## config.mk

```make
export PLATFORM = sky130hd
export DESIGN_NAME = ahb_bus_arbiter
export DESIGN_NICKNAME = d
export VERILOG_FILES = /design/src/rtl/ahb_bus_arbiter.sv
export SDC_FILE = /design/constraint.sdc
export NUM_CORES = 1
export LEC_CHECK = 0
export BUFFER_PORTS_ARGS = -buffer_cell sky130_fd_sc_hd__buf_2
export CAP_MARGIN = 30
export CORE_ASPECT_RATIO = 0.9
export CORE_MARGIN = 3
export CORE_UTILIZATION = 45
export CTS_BUF_LIST = sky130_fd_sc_hd__clkbuf_8
export DETAILED_ROUTE_END_ITERATION = 10
export PLACE_DENSITY = 0.68
export SETUP_SLACK_MARGIN = 0.02
export SLEW_MARGIN = 20
export SYNTH_ARGS = -nofsm -noshare
export SYNTH_HDL_FRONTEND = slang
export SYNTH_SLANG_ARGS = --single-unit
```

## constraint.sdc

```tcl
create_clock -name HCLK_i -period 2.8 [get_ports HCLK_i]
set_input_delay 0.14 -clock HCLK_i [delete_from_list [all_inputs] [get_ports HCLK_i]]
set_output_delay 0.14 -clock HCLK_i [all_outputs]
set_load 0.01 [all_outputs]
```

## src/rtl/ahb_bus_arbiter.sv

```systemverilog
`default_nettype none
// ============================================================================
// ahb_bus_arbiter : round-robin AHB arbiter, burst/lock hold, no-gap hand-over
// Optional split masking: define AHB_ARB_SPLIT_EN          Revision: 1.0
// ============================================================================
module ahb_bus_arbiter #(
  parameter int NUM_MASTERS    = 4,
  parameter int DEFAULT_MASTER = 0,
  localparam int MW            = $clog2(NUM_MASTERS)
) (
  input  logic                   HCLK_i,
  input  logic                   HRESET_i,
  input  logic [NUM_MASTERS-1:0] HBUSREQ_i,
  input  logic [NUM_MASTERS-1:0] HLOCK_i,
  input  logic [1:0]             HTRANS_i,
  input  logic [2:0]             HBURST_i,
  input  logic                   HREADY_i,
  input  logic [1:0]             HRESP_i,
`ifdef AHB_ARB_SPLIT_EN
  input  logic [NUM_MASTERS-1:0] HSPLIT_i,
`endif
  output logic [NUM_MASTERS-1:0] HGRANT_o,
  output logic [MW-1:0]          HMASTER_o,
  output logic                   HMASTLOCK_o
);

  localparam logic [1:0]             C_TRANS_NONSEQ = 2'd2;
  localparam logic [1:0]             C_TRANS_SEQ    = 2'd3;
  localparam logic [1:0]             C_RESP_OKAY    = 2'd0;
  localparam logic [NUM_MASTERS-1:0] C_ONE          = NUM_MASTERS'(1);
  localparam logic [NUM_MASTERS-1:0] C_GRANT_RST    = C_ONE << DEFAULT_MASTER;
  localparam logic [MW-1:0]          C_MASTER_RST   = MW'(DEFAULT_MASTER);

  logic [NUM_MASTERS-1:0] grant_q, grant_d;
  logic [MW-1:0]          master_q, master_d;
  logic                   mastlock_q, mastlock_d;
  logic [3:0]             cnt_q, cnt_d;
  logic [MW-1:0]          ptr_q, ptr_d;
  logic [NUM_MASTERS-1:0] masked;
  logic [NUM_MASTERS-1:0] eligible;
  logic [MW-1:0]          owner;
  logic [MW-1:0]          rr_idx;
  logic [MW-1:0]          win;
  logic                   found;
  logic [3:0]             burst_cnt;
  logic                   hold;

`ifdef AHB_ARB_SPLIT_EN
  localparam logic [1:0] C_RESP_SPLIT = 2'd3;
  logic [NUM_MASTERS-1:0] mask_q, mask_d;

  // A new split on the same edge as its release must win, so the set is applied last.
  always_comb begin
    mask_d = mask_q & ~HSPLIT_i;
    if (!HREADY_i && (HRESP_i == C_RESP_SPLIT)) begin
      mask_d[master_q] = 1'b1;
    end
  end

  always_ff @(posedge HCLK_i or posedge HRESET_i) begin
    if (HRESET_i) begin
      mask_q <= '0;
    end else begin
      mask_q <= mask_d;
    end
  end

  assign masked = mask_q;
`else
  assign masked = '0;
`endif

  assign eligible = HBUSREQ_i & ~masked;

  always_comb begin
    owner = C_MASTER_RST;
    for (int i = 0; i < NUM_MASTERS; i++) begin
      if (grant_q[i]) begin
        owner = MW'(i);
      end
    end
  end

  // Search starts one past the last winner, so the last winner is tried last.
  always_comb begin
    found  = 1'b0;
    win    = C_MASTER_RST;
    rr_idx = '0;
    for (int k = 1; k <= NUM_MASTERS; k++) begin
      rr_idx = MW'((int'(ptr_q) + k) % NUM_MASTERS);
      if (!found && eligible[rr_idx]) begin
        found = 1'b1;
        win   = rr_idx;
      end
    end
  end

  always_comb begin
    case (HBURST_i)
      3'd0, 3'd1: burst_cnt = 4'd0;
      3'd2, 3'd3: burst_cnt = 4'd3;
      3'd4, 3'd5: burst_cnt = 4'd7;
      default:    burst_cnt = 4'd15;
    endcase
  end

  always_comb begin
    cnt_d      = cnt_q;
    grant_d    = grant_q;
    master_d   = master_q;
    mastlock_d = mastlock_q;
    ptr_d      = ptr_q;
    hold       = 1'b0;
    if (HREADY_i) begin
      if (HTRANS_i == C_TRANS_NONSEQ) begin
        cnt_d = burst_cnt;
      end else if ((HTRANS_i == C_TRANS_SEQ) && (cnt_q != 4'd0)) begin
        cnt_d = cnt_q - 4'd1;
      end
      master_d   = owner;
      mastlock_d = HLOCK_i[owner];
      // Releasing at cnt==1 lets the next owner's NONSEQ overlap the final beat.
      hold = (cnt_d >= 4'd2) || (HLOCK_i[owner] && HBUSREQ_i[owner] && !masked[owner]);
      if (!hold) begin
        if (found) begin
          grant_d = C_ONE << win;
          ptr_d   = win;
        end else begin
          grant_d = C_GRANT_RST;
        end
      end
    end else if (HRESP_i != C_RESP_OKAY) begin
      cnt_d = 4'd0;
    end
  end

  always_ff @(posedge HCLK_i or posedge HRESET_i) begin
    if (HRESET_i) begin
      grant_q    <= C_GRANT_RST;
      master_q   <= C_MASTER_RST;
      mastlock_q <= 1'b0;
      cnt_q      <= 4'd0;
      ptr_q      <= C_MASTER_RST;
    end else begin
      grant_q    <= grant_d;
      master_q   <= master_d;
      mastlock_q <= mastlock_d;
      cnt_q      <= cnt_d;
      ptr_q      <= ptr_d;
    end
  end

  assign HGRANT_o    = grant_q;
  assign HMASTER_o   = master_q;
  assign HMASTLOCK_o = mastlock_q;

endmodule
`default_nettype wire

```

==> out/results.ini, run 1 <==
[floorplanning]
coreArea_um2=1750
die_w_um=52.3
fp.dieH_um=47.6
initial_core_util_pct=49.5
ios=25
rows=14
dieArea_um2=2490

[place]
port_buffers=23
dp.cells=144
dp_slack_ns=0.413
placed_area_um2=1020
post-dp-hpwl_um=1460
globalplace.congestion=0.807

[synthesis]
synth_edf_count=0
syn_area_um2=867
syn_nets=116
syn_inst=97
synth_top_family_by_area=simple AND/OR/NAND/NOR gates
synth-seq-cells=13
synthMuxAreaShare_pct=9.24
ys_types=35
ys_top_cells_by_count=dfrtp_1, inv_1, a21oi_1
synthTopCellsByArea=dfrtp_1, a21oi_1, mux2_2
yosys.area.top_type=dfrtp_1
seq_area_frac_synth_pct=37.7
yosys_most_used_dff=dfrtp_1
synth_fa_ha_area_share_pct=1.44
synth.top_cell.area_share_pct=34.6
synth-simple-area-share_pct=23.4
postSynthAreaPerCell_um2=8.94
synth_compound_area_share_pct=23.1
ys_async_sr_fraction_pct=100
synth_xor_area_share_pct=0
post-synth-top-count-cell=dfrtp_1
ys_warn_count=0

[worst_setup_path]
cp.arrival_ns=2.54
crit_path_start_kind=register
r2r_start=cnt_q[0]$_DFFE_PP0P_
crit_type=reg2reg
crit_fanout=6
crit_family=simple AND/OR/NAND/NOR gates
cp_slowest_stage_delay_ns=0.41
r2r_end=HGRANT_o[1]$_DFFE_PP0P_
worst_setup_path_end_kind=register
path_buf_inv=2
r2r_slack_ns=0.39
critPathSlowestCell=dfrtp_1
r2r_cells=8
worstPathCellList=inv_1, ha_1, or3b_1, o21a_1, a2bb2oi_1, nor4_4, buf_4, mux2_2
crit_required_ns=2.93

[flow_run]
cap_violations=0

[routing]
drt-total-wl_um=1850
first_pass_iters=4
viasPerCell=5.27
route.detailed.drc=0
routedWlPerCell_um=12.4
drt_iter0_drc=8
num_vias=785
ant_nets=0

[cts]
cts_tree=done
post_cts_buffers=0
htreeDepth=1
postCtsHoldBufs=1
root_buffer=clkbuf_8
clockBufferDepth=2
clock_latency_ns=0.25
cts.sinks=13
clk_pin_slew_ns=0.06
cts_made_buffers=3
cts_resized=0

[status]
status=completed

[sta]
fin_ws_ns=0.388
rsz0062_at_grt=no
skew_ns=0.00525
whs_ns=0.214
max_freq_mhz=415
hold_viol_final=0
fin_tns_setup_ns=0
period_minus_slack_ns=2.41
worst_pin_slew_ns=0.517
maxSlewHeadroom_pct=65.5
fin_crit_sh_pct=86.1
setup_viol=0
finalMaxSlewViolations=0

[worst_hold_path]
min_to=cnt_q[2]$_DFFE_PP0P_
min_path_cells=4
hp-class=in2reg
worstHoldStart=HRESP_i[0]

[global_route]
antenna_found_initial=0
grt_start_max_net_pins=15
grt_overflow_total=0
grt_pass1_vias=681
grt.total_usage_pct=16.6
grt_pass1_wl_um=2960

[cells_and_area]
syn2layout_area_growth_pct=23.7
final_cells=149
multiInputGateArea_um2=495
finish.instance_area_um2=1070
layout.nets=145
fillCellCount=173
n_antenna_cell=0
drive_above_1_share_pct=31.2
register_area_um2=327

[power]
power_density_nw_per_um2=768
leakage_nw=0.524
peakVddDrop_mv=0.567

==> state kept, by name (all words and copies together) (netlist names) <==
register     cells
HGRANT_o         4
HMASTER_o        2
HMASTLOCK_o      1
cnt_q            4
ptr_q            2
==> power by group <==
| part | internal (W) | total [W] | switching [W] |
|---|---|---|---|
| logic | 0.000163 | 0.000336 | 0.000173 |
| clock network | 0.0000985 | 0.000172 | 0.0000739 |
| registers | 0.000255 | 0.000315 | 0.0000601 |
| total | 0.000517 | 0.000823 | 0.000307 |
==> layout by cell type (no fill, tap or decap), types with 3 or more instances in the layout <==
cell type / n
buf_2: 23
mux2_2: 4
clkbuf_8: 3
inv_1: 11
dfrtp_1: 12
a21oi_1: 9
nand3_1: 3
nand2_1: 5
o21ai_0: 8
nor2_1: 7
nor3_1: 4
==> tightest hold or removal path, cell delays in order <==
cell and delay (ns):
buf_2 0.08, nor2_1 0.07, nand2_1 0.07, o21ai_0 0.06
==> per-stage QoR <==
step | utilization (%) | total power (W)
floorplan | - | 0.000543
global placement | 58.0 | 0.000644
detailed placement | 58.0 | 0.000652
CTS | 61.2 | 0.000831
global route | 61.2 | 0.000890
finish | 61.2 | 0.000823
==> area by class of cell <==
type                            instances  area share, %
Tap cell                               24           2.80
Multi-Input combinational cell         72           46.2
Clock inverter                          1          0.467
Timing Repair Buffer                   25           12.4
Clock buffer                            3           3.85
Sequential cell                        13           30.5
Inverter                               11           3.85
==> kinds of logic after synthesis <==
logic type,after synthesis
AOI/OAI and AO/OA,31
adders and majority gates,1
buffers and inverters,12
DFF,13
muxes,7
and+or+nand+nor,33
==> worst max path at each step <==
stage | start | end | slack (ns) | cells after the start
detailed placement | cnt_q[0]$_DFFE_PP0P_ | HGRANT_o[1]$_DFFE_PP0P_ | 0.41 | 8
floorplan | cnt_q[0]$_DFFE_PP0P_ | ptr_q[1]$_DFFE_PP0P_ | 0.48 | 8
global route | cnt_q[0]$_DFFE_PP0P_ | HGRANT_o[1]$_DFFE_PP0P_ | 0.27 | 8
finish | cnt_q[0]$_DFFE_PP0P_ | HGRANT_o[1]$_DFFE_PP0P_ | 0.39 | 8
CTS | cnt_q[0]$_DFFE_PP0P_ | HGRANT_o[1]$_DFFE_PP0P_ | 0.40 | 8
global placement | cnt_q[0]$_DFFE_PP0P_ | HGRANT_o[1]$_DFFE_PP0P_ | 0.45 | 8
==> per-layer routing <==
| metal | vias to the layer above | wire length [um] | global-route usage (%) |
|---|---|---|---|
| met5 | - | 0 | 0 |
| met4 | 0 | 10 | 4.59 |
| met3 | 3 | 125 | 6.85 |
| met2 | 21 | 764 | 24.1 |
| met1 | 350 | 946 | 23.1 |
| li1 | 411 | - | - |
(Power assumes the default switching activity.)
==> run 2: changes to the inputs <==
- PLACE_DENSITY: 0.68 -> unset
- PLACE_DENSITY_LB_ADDON: unset -> 0.1
==> run 2 against run 1 <==
Worst hold slack gained 0.0084 ns. Sequential power is essentially flat. Register-to-register slack gained 0.06 ns. Combinational power is essentially flat. Clock skew shrank 0.0044 ns. Flip-flop and latch count is the same. Largest power group unchanged.
==> out/results.ini, run 2 (same netlist as run 1, synthesis figures left out) <==
[cells_and_area]
layout.nets=145  ; unchanged
syn2layout_area_growth_pct=23.5
n_antenna_cell=0  ; unchanged
drive_above_1_share_pct=30.4  ; -0.80 points
finish.instance_area_um2=1070  ; -0.12%
final_cells=149  ; unchanged
mostFrequentLayoutCells=buf_2, dfrtp_1, inv_1
fillCellCount=157  ; -9.2%
layout_commonest_cell=buf_2

[power]
peakVddDrop_mv=0.519  ; -8.5%
pwr-share-clk_pct=20.2  ; -0.7 points
leakage_nw=0.526  ; +0.27%
p_sw_w=0.000303  ; -1.3%
combPwrFrac_pct=41.1  ; +0.3 points
p_seq_share_pct=38.7  ; +0.4 points
swShare_pct=37.0  ; -0.22 points
internal_power_w=0.000515  ; -0.32%
power_density_nw_per_um2=764  ; -0.56%
finalPower_w=0.000818  ; -0.67%

[worst_hold_path]
worstHoldStart=HRESP_i[0]
min_to=cnt_q[2]$_DFFE_PP0P_
min_path_cells=4  ; unchanged
hp-class=in2reg

[place]
port_buffers=23  ; unchanged
post-dp-hpwl_um=1490  ; +2.3%
globalplace.congestion=0.787  ; -2.5%
dp.cells=144  ; unchanged
placed_area_um2=1020  ; unchanged

[sta]
period_minus_slack_ns=2.36  ; -0.0562 ns
setup_viol=0  ; unchanged
max_freq_mhz=424  ; +2.4%
rsz0062_at_grt=no
fin_crit_sh_pct=84.1  ; -2.0 points
whs_ns=0.223  ; +0.00835 ns
finalMaxSlewViolations=0  ; unchanged
worst_pin_slew_ns=0.501  ; -0.0170 ns
hold_viol_final=0  ; unchanged
skew_ns=0.000895  ; -0.00436 ns
fin_tns_setup_ns=0  ; unchanged
maxSlewHeadroom_pct=66.6  ; +1.1 points

[global_route]
antenna_found_initial=0  ; unchanged
grt.total_usage_pct=17.3  ; +0.69 points
grt_pass1_vias=676  ; -0.73%
grt_start_max_net_pins=15  ; unchanged
grt_overflow_total=0  ; unchanged
grt_pass1_wl_um=3090  ; +4.4%

[floorplanning]
dieArea_um2=2490  ; unchanged
coreArea_um2=1750  ; unchanged
rows=14  ; unchanged
ios=25  ; unchanged
fp.dieH_um=47.6  ; unchanged
die_w_um=52.3  ; unchanged
initial_core_util_pct=49.5  ; unchanged

[routing]
ant_nets=0  ; unchanged
drt_iter0_drc=11  ; +3
first_pass_iters=4  ; unchanged
num_vias=789  ; +0.51%
viasPerCell=5.30  ; +0.51%
route.detailed.drc=0  ; unchanged
drt-total-wl_um=1900  ; +2.9%
routedWlPerCell_um=12.8  ; +2.9%

[cts]
cts_made_buffers=3  ; unchanged
clock_latency_ns=0.24  ; about the same
root_buffer=clkbuf_8
post_cts_buffers=0  ; unchanged
clk_pin_slew_ns=0.06  ; about the same
cts_tree=done
htreeDepth=1  ; unchanged
clockBufferDepth=2  ; unchanged
cts.sinks=13  ; unchanged

[status]
status=completed

[worst_setup_path]
r2r_slack_ns=0.44  ; +0.06 ns
crit_type=reg2reg
crit_required_ns=2.93  ; about the same
r2r_cells=8  ; unchanged
r2r_end=HGRANT_o[1]$_DFFE_PP0P_
worst_setup_path_end_kind=register
r2r_start=cnt_q[0]$_DFFE_PP0P_
cp.arrival_ns=2.48  ; -0.06 ns
crit_path_start_kind=register
crit_fanout=6  ; unchanged

[flow_run]
cap_violations=0  ; unchanged

==> run 2: cell types whose count changed in the layout (fill, tap and decap cells not counted) <==
cell and change:
inv_1 +1, clkinv_2 -1
==> run 2: final cells by class <==
class	count	area, um2	share of cell area [%]
inverters	11	41.3	3.86
flip-flops and latches	13	327	30.5
clock inverters	1	3.75	0.350
repair buffers	25	133	12.4
multi-input cells	72	495	46.3
well taps	24	30.0	2.80
clock buffers	3	41.3	3.86
==> run 2: critical path, stage by stage (launching register included) <==
cell and delay [ns]:
dfrtp_1 0.41, inv_1 0.07, ha_1 0.17, or3b_1 0.39, o21a_1 0.20, a2bb2oi_1 0.16, nor4_4 0.32, buf_4 0.19
mux2_2 0.33
==> run 2: timing repair <==
action,4_1_cts,5_1_grt
hold buffers,1,0
endpoints found under the hold margin,12,0
resized for setup,0,0
==> run 2: through the flow <==
| step | worst slack, ns | utilization, % |
|---|---|---|
| after floorplan | 0.481 | - |
| after global placement | 0.475 | 58.0 |
| after detailed placement | 0.451 | 58.0 |
| after CTS | 0.437 | 61.1 |
| after global routing | 0.308 | 61.1 |
| final | 0.444 | 61.1 |
==> run 2: layer usage <==
layer	GRT usage (%)	up-vias	wire, um
li1	-	409	-
met1	24.9	356	964
met2	24.3	20	796
met3	4.05	4	102
met4	9.18	0	36
met5	0	-	0
==> run 2: worst max path at each step <==
stage,start,end
final,cnt_q[0]$_DFFE_PP0P_,HGRANT_o[1]$_DFFE_PP0P_
after global routing,cnt_q[0]$_DFFE_PP0P_,HGRANT_o[1]$_DFFE_PP0P_
after CTS,cnt_q[0]$_DFFE_PP0P_,HGRANT_o[1]$_DFFE_PP0P_
after detailed placement,cnt_q[0]$_DFFE_PP0P_,HGRANT_o[1]$_DFFE_PP0P_
after global placement,cnt_q[0]$_DFFE_PP0P_,HGRANT_o[1]$_DFFE_PP0P_
after floorplan,cnt_q[0]$_DFFE_PP0P_,ptr_q[1]$_DFFE_PP0P_
==> run 2: power by group through the flow <==
stage	logic, W	registers, W	clock network, W
final	0.000336	0.000317	0.000165
after global routing	0.000379	0.000327	0.000175
after CTS	0.000340	0.000317	0.000167
after detailed placement	0.000337	0.000320	0
after global placement	0.000330	0.000317	0
after floorplan	0.000215	0.000329	0
==> run 3: changes to the inputs <==
- clock period: 2.8 -> 2.1 ns (I/O delays scaled with it)
==> run 3 against run 2 <==
First-iteration DRC count rose to 2.8 times the previous value. Critical path type unchanged. Largest power group unchanged. Wire length is 12% higher. Clock-buffer cell count did not move. The flow now finishes with violations (setup timing). Sequential share of layout area is 2.9 points lower. Non-clock buffer count increased by 11. Combinational power grew 60%. Die area unchanged. Power is 44% higher. Clock power grew 34%. Sequential power rose by 33%. Highest routed layer unchanged. Cell count is 7.4% higher. Largest cell class unchanged. Via count increased by 9.1%.
==> out/results.ini, run 3 (same netlist as run 1, synthesis figures left out) <==
[cts]
cts_made_buffers=3  ; unchanged
cts.sinks=13  ; unchanged
clock_latency_ns=0.24  ; about the same
clockBufferDepth=2  ; unchanged
root_buffer=clkbuf_8
cts_tree=done
htreeDepth=1  ; unchanged
clk_pin_slew_ns=0.06  ; about the same

[power]
combPwrFrac_pct=45.4  ; +4.3 points
internal_power_w=0.000742  ; +44%
p_sw_w=0.000437  ; +44%
swShare_pct=37.1  ; about the same
power_density_nw_per_um2=995  ; +30%
pwr-share-clk_pct=18.8  ; -1.4 points
peakVddDrop_mv=0.585  ; +13%
p_seq_share_pct=35.8  ; -2.9 points
finalPower_w=0.00118  ; +44%
leakage_nw=0.589  ; +12%

[cells_and_area]
n_antenna_cell=0  ; unchanged
mostFrequentLayoutCells=buf_2, dfrtp_1, inv_1
syn2layout_area_growth_pct=36.7
drive_above_1_share_pct=39.7  ; +9.3 points
final_cells=160  ; +7.4%
finish.instance_area_um2=1180  ; +11%
layout_commonest_cell=buf_2
layout.nets=156  ; +7.6%
fillCellCount=143  ; -8.9%

[floorplanning]
fp.dieH_um=47.6  ; unchanged
rows=14  ; unchanged
ios=25  ; unchanged
die_w_um=52.3  ; unchanged
dieArea_um2=2490  ; unchanged
coreArea_um2=1750  ; unchanged
initial_core_util_pct=49.5  ; unchanged

[sta]
rsz0062_at_grt=yes
fin_tns_setup_ns=-0.442  ; -0.442 ns
fin_ws_ns=-0.112  ; -0.556 ns
maxSlewHeadroom_pct=66.5  ; -0.11 points
setup_viol=6  ; +6
skew_ns=0.00122  ; +0.000328 ns
fin_crit_sh_pct=105  ; +21 points
hold_viol_final=0  ; unchanged
worst_pin_slew_ns=0.502  ; +0.00166 ns
max_freq_mhz=452  ; +6.5%
period_minus_slack_ns=2.21  ; -0.144 ns
whs_ns=0.185  ; -0.0373 ns
finalMaxSlewViolations=0  ; unchanged

[status]
status=complete, but fails checks
violations=setup timing

[routing]
drt_iter0_drc=31  ; +20
first_pass_iters=4  ; unchanged
drt-total-wl_um=2130  ; +12%
viasPerCell=5.38  ; +1.6%
route.detailed.drc=0  ; unchanged
routedWlPerCell_um=13.3  ; +4.2%
ant_nets=0  ; unchanged
num_vias=861  ; +9.1%

[worst_hold_path]
hp-class=in2reg

[flow_run]
cap_violations=0  ; unchanged

[place]
port_buffers=23  ; unchanged
globalplace.congestion=0.781  ; -0.81%
placed_area_um2=1080  ; +6.0%
post-dp-hpwl_um=1570  ; +5.3%
dp.cells=151  ; +4.9%

[global_route]
grt_start_max_net_pins=15  ; unchanged
grt_overflow_total=0  ; unchanged
grt_pass1_vias=787  ; +16%
grt.total_usage_pct=19.0  ; +1.6 points
antenna_found_initial=0  ; unchanged
grt_pass1_wl_um=3410  ; +10%

[worst_setup_path]
cp.arrival_ns=2.34  ; -0.14 ns
crit_path_start_kind=register
crit_fanout=3  ; -3
worst_setup_path_end_kind=register
crit_type=reg2reg
crit_required_ns=2.23  ; -0.70 ns

==> run 3: cell count changes in the layout (fill, tap and decap cells not counted), moves of 2 or more <==
cell	previous run	this run
o21ai_0	8	6
mux2_4	1	3
mux2_2	4	2
buf_4	1	11
==> run 3: worst paths after layout <==
path	startpoint	endpoint	slack [ns]	cells after the start
max	cnt_q[1]$_DFFE_PP0P_	HGRANT_o[1]$_DFFE_PP0P_	-0.11	8
min	HRESP_i[0]	cnt_q[2]$_DFFE_PP0P_	0.19	4
max reg2reg	cnt_q[1]$_DFFE_PP0P_	HGRANT_o[1]$_DFFE_PP0P_	-0.11	8
min reg2reg	HMASTER_o[1]$_DFFE_PP0P_	HMASTER_o[1]$_DFFE_PP0P_	0.52	2
max in group asynchronous	HRESET_i	HGRANT_o[0]$_DFFE_PP1P_	1.32	3
min in group asynchronous	HRESET_i	HMASTER_o[1]$_DFFE_PP0P_	0.43	3
==> run 3: per-stage QoR <==
step                utilization, %  setup slack [ns]
floorplan                        -            -0.150
global placement              61.5           -0.0885
detailed placement            61.5            -0.129
CTS                           66.5           -0.0891
global route                  67.6            -0.218
finish                        67.6            -0.112
==> run 3: layout make-up <==
type | instances | area (um2) | share of cell area [%]
Sequential cell | 13 | 327 | 27.6
Tap cell | 24 | 30.0 | 2.53
Clock inverter | 1 | 3.75 | 0.317
Timing Repair Buffer | 36 | 219 | 18.5
Multi-Input combinational cell | 72 | 523 | 44.1
Clock buffer | 3 | 41.3 | 3.48
Inverter | 11 | 41.3 | 3.48
==> run 3: per-layer routing <==
| metal | up-vias | share of wire, % | GRT usage, % |
|---|---|---|---|
| li1 | 433 | - | - |
| met1 | 393 | 49 | 24.9 |
| met2 | 31 | 44 | 30.3 |
| met3 | 4 | 5.6 | 4.05 |
| met4 | 0 | 0.99 | 9.18 |
| met5 | - | 0 | 0 |
==> run 3: power groups by stage <==
stage                     clock (W)  sequential [W]  combinational (W)
final                      0.000221        0.000422           0.000536
after CTS                  0.000225        0.000421           0.000516
after global routing       0.000234        0.000432           0.000596
after global placement            0        0.000419           0.000474
after detailed placement          0        0.000424           0.000479
after floorplan                   0        0.000439           0.000292
==> run 3: critical path: stages, from the launching register on <==
cell	delay, ns
dfrtp_1	0.39
inv_1	0.07
ha_2	0.16
or3b_4	0.38
o21a_1	0.20
a2bb2oi_2	0.15
nor4_4	0.26
buf_4	0.19
mux2_4	0.29
==> run 3: timing repair <==
item	CTS	global route
hold buffers	1	0
buffers inserted	3	1
resized for setup	5	3
hold endpoints to repair	12	0
pin swaps	0	1
endpoints found under the setup margin	4	6
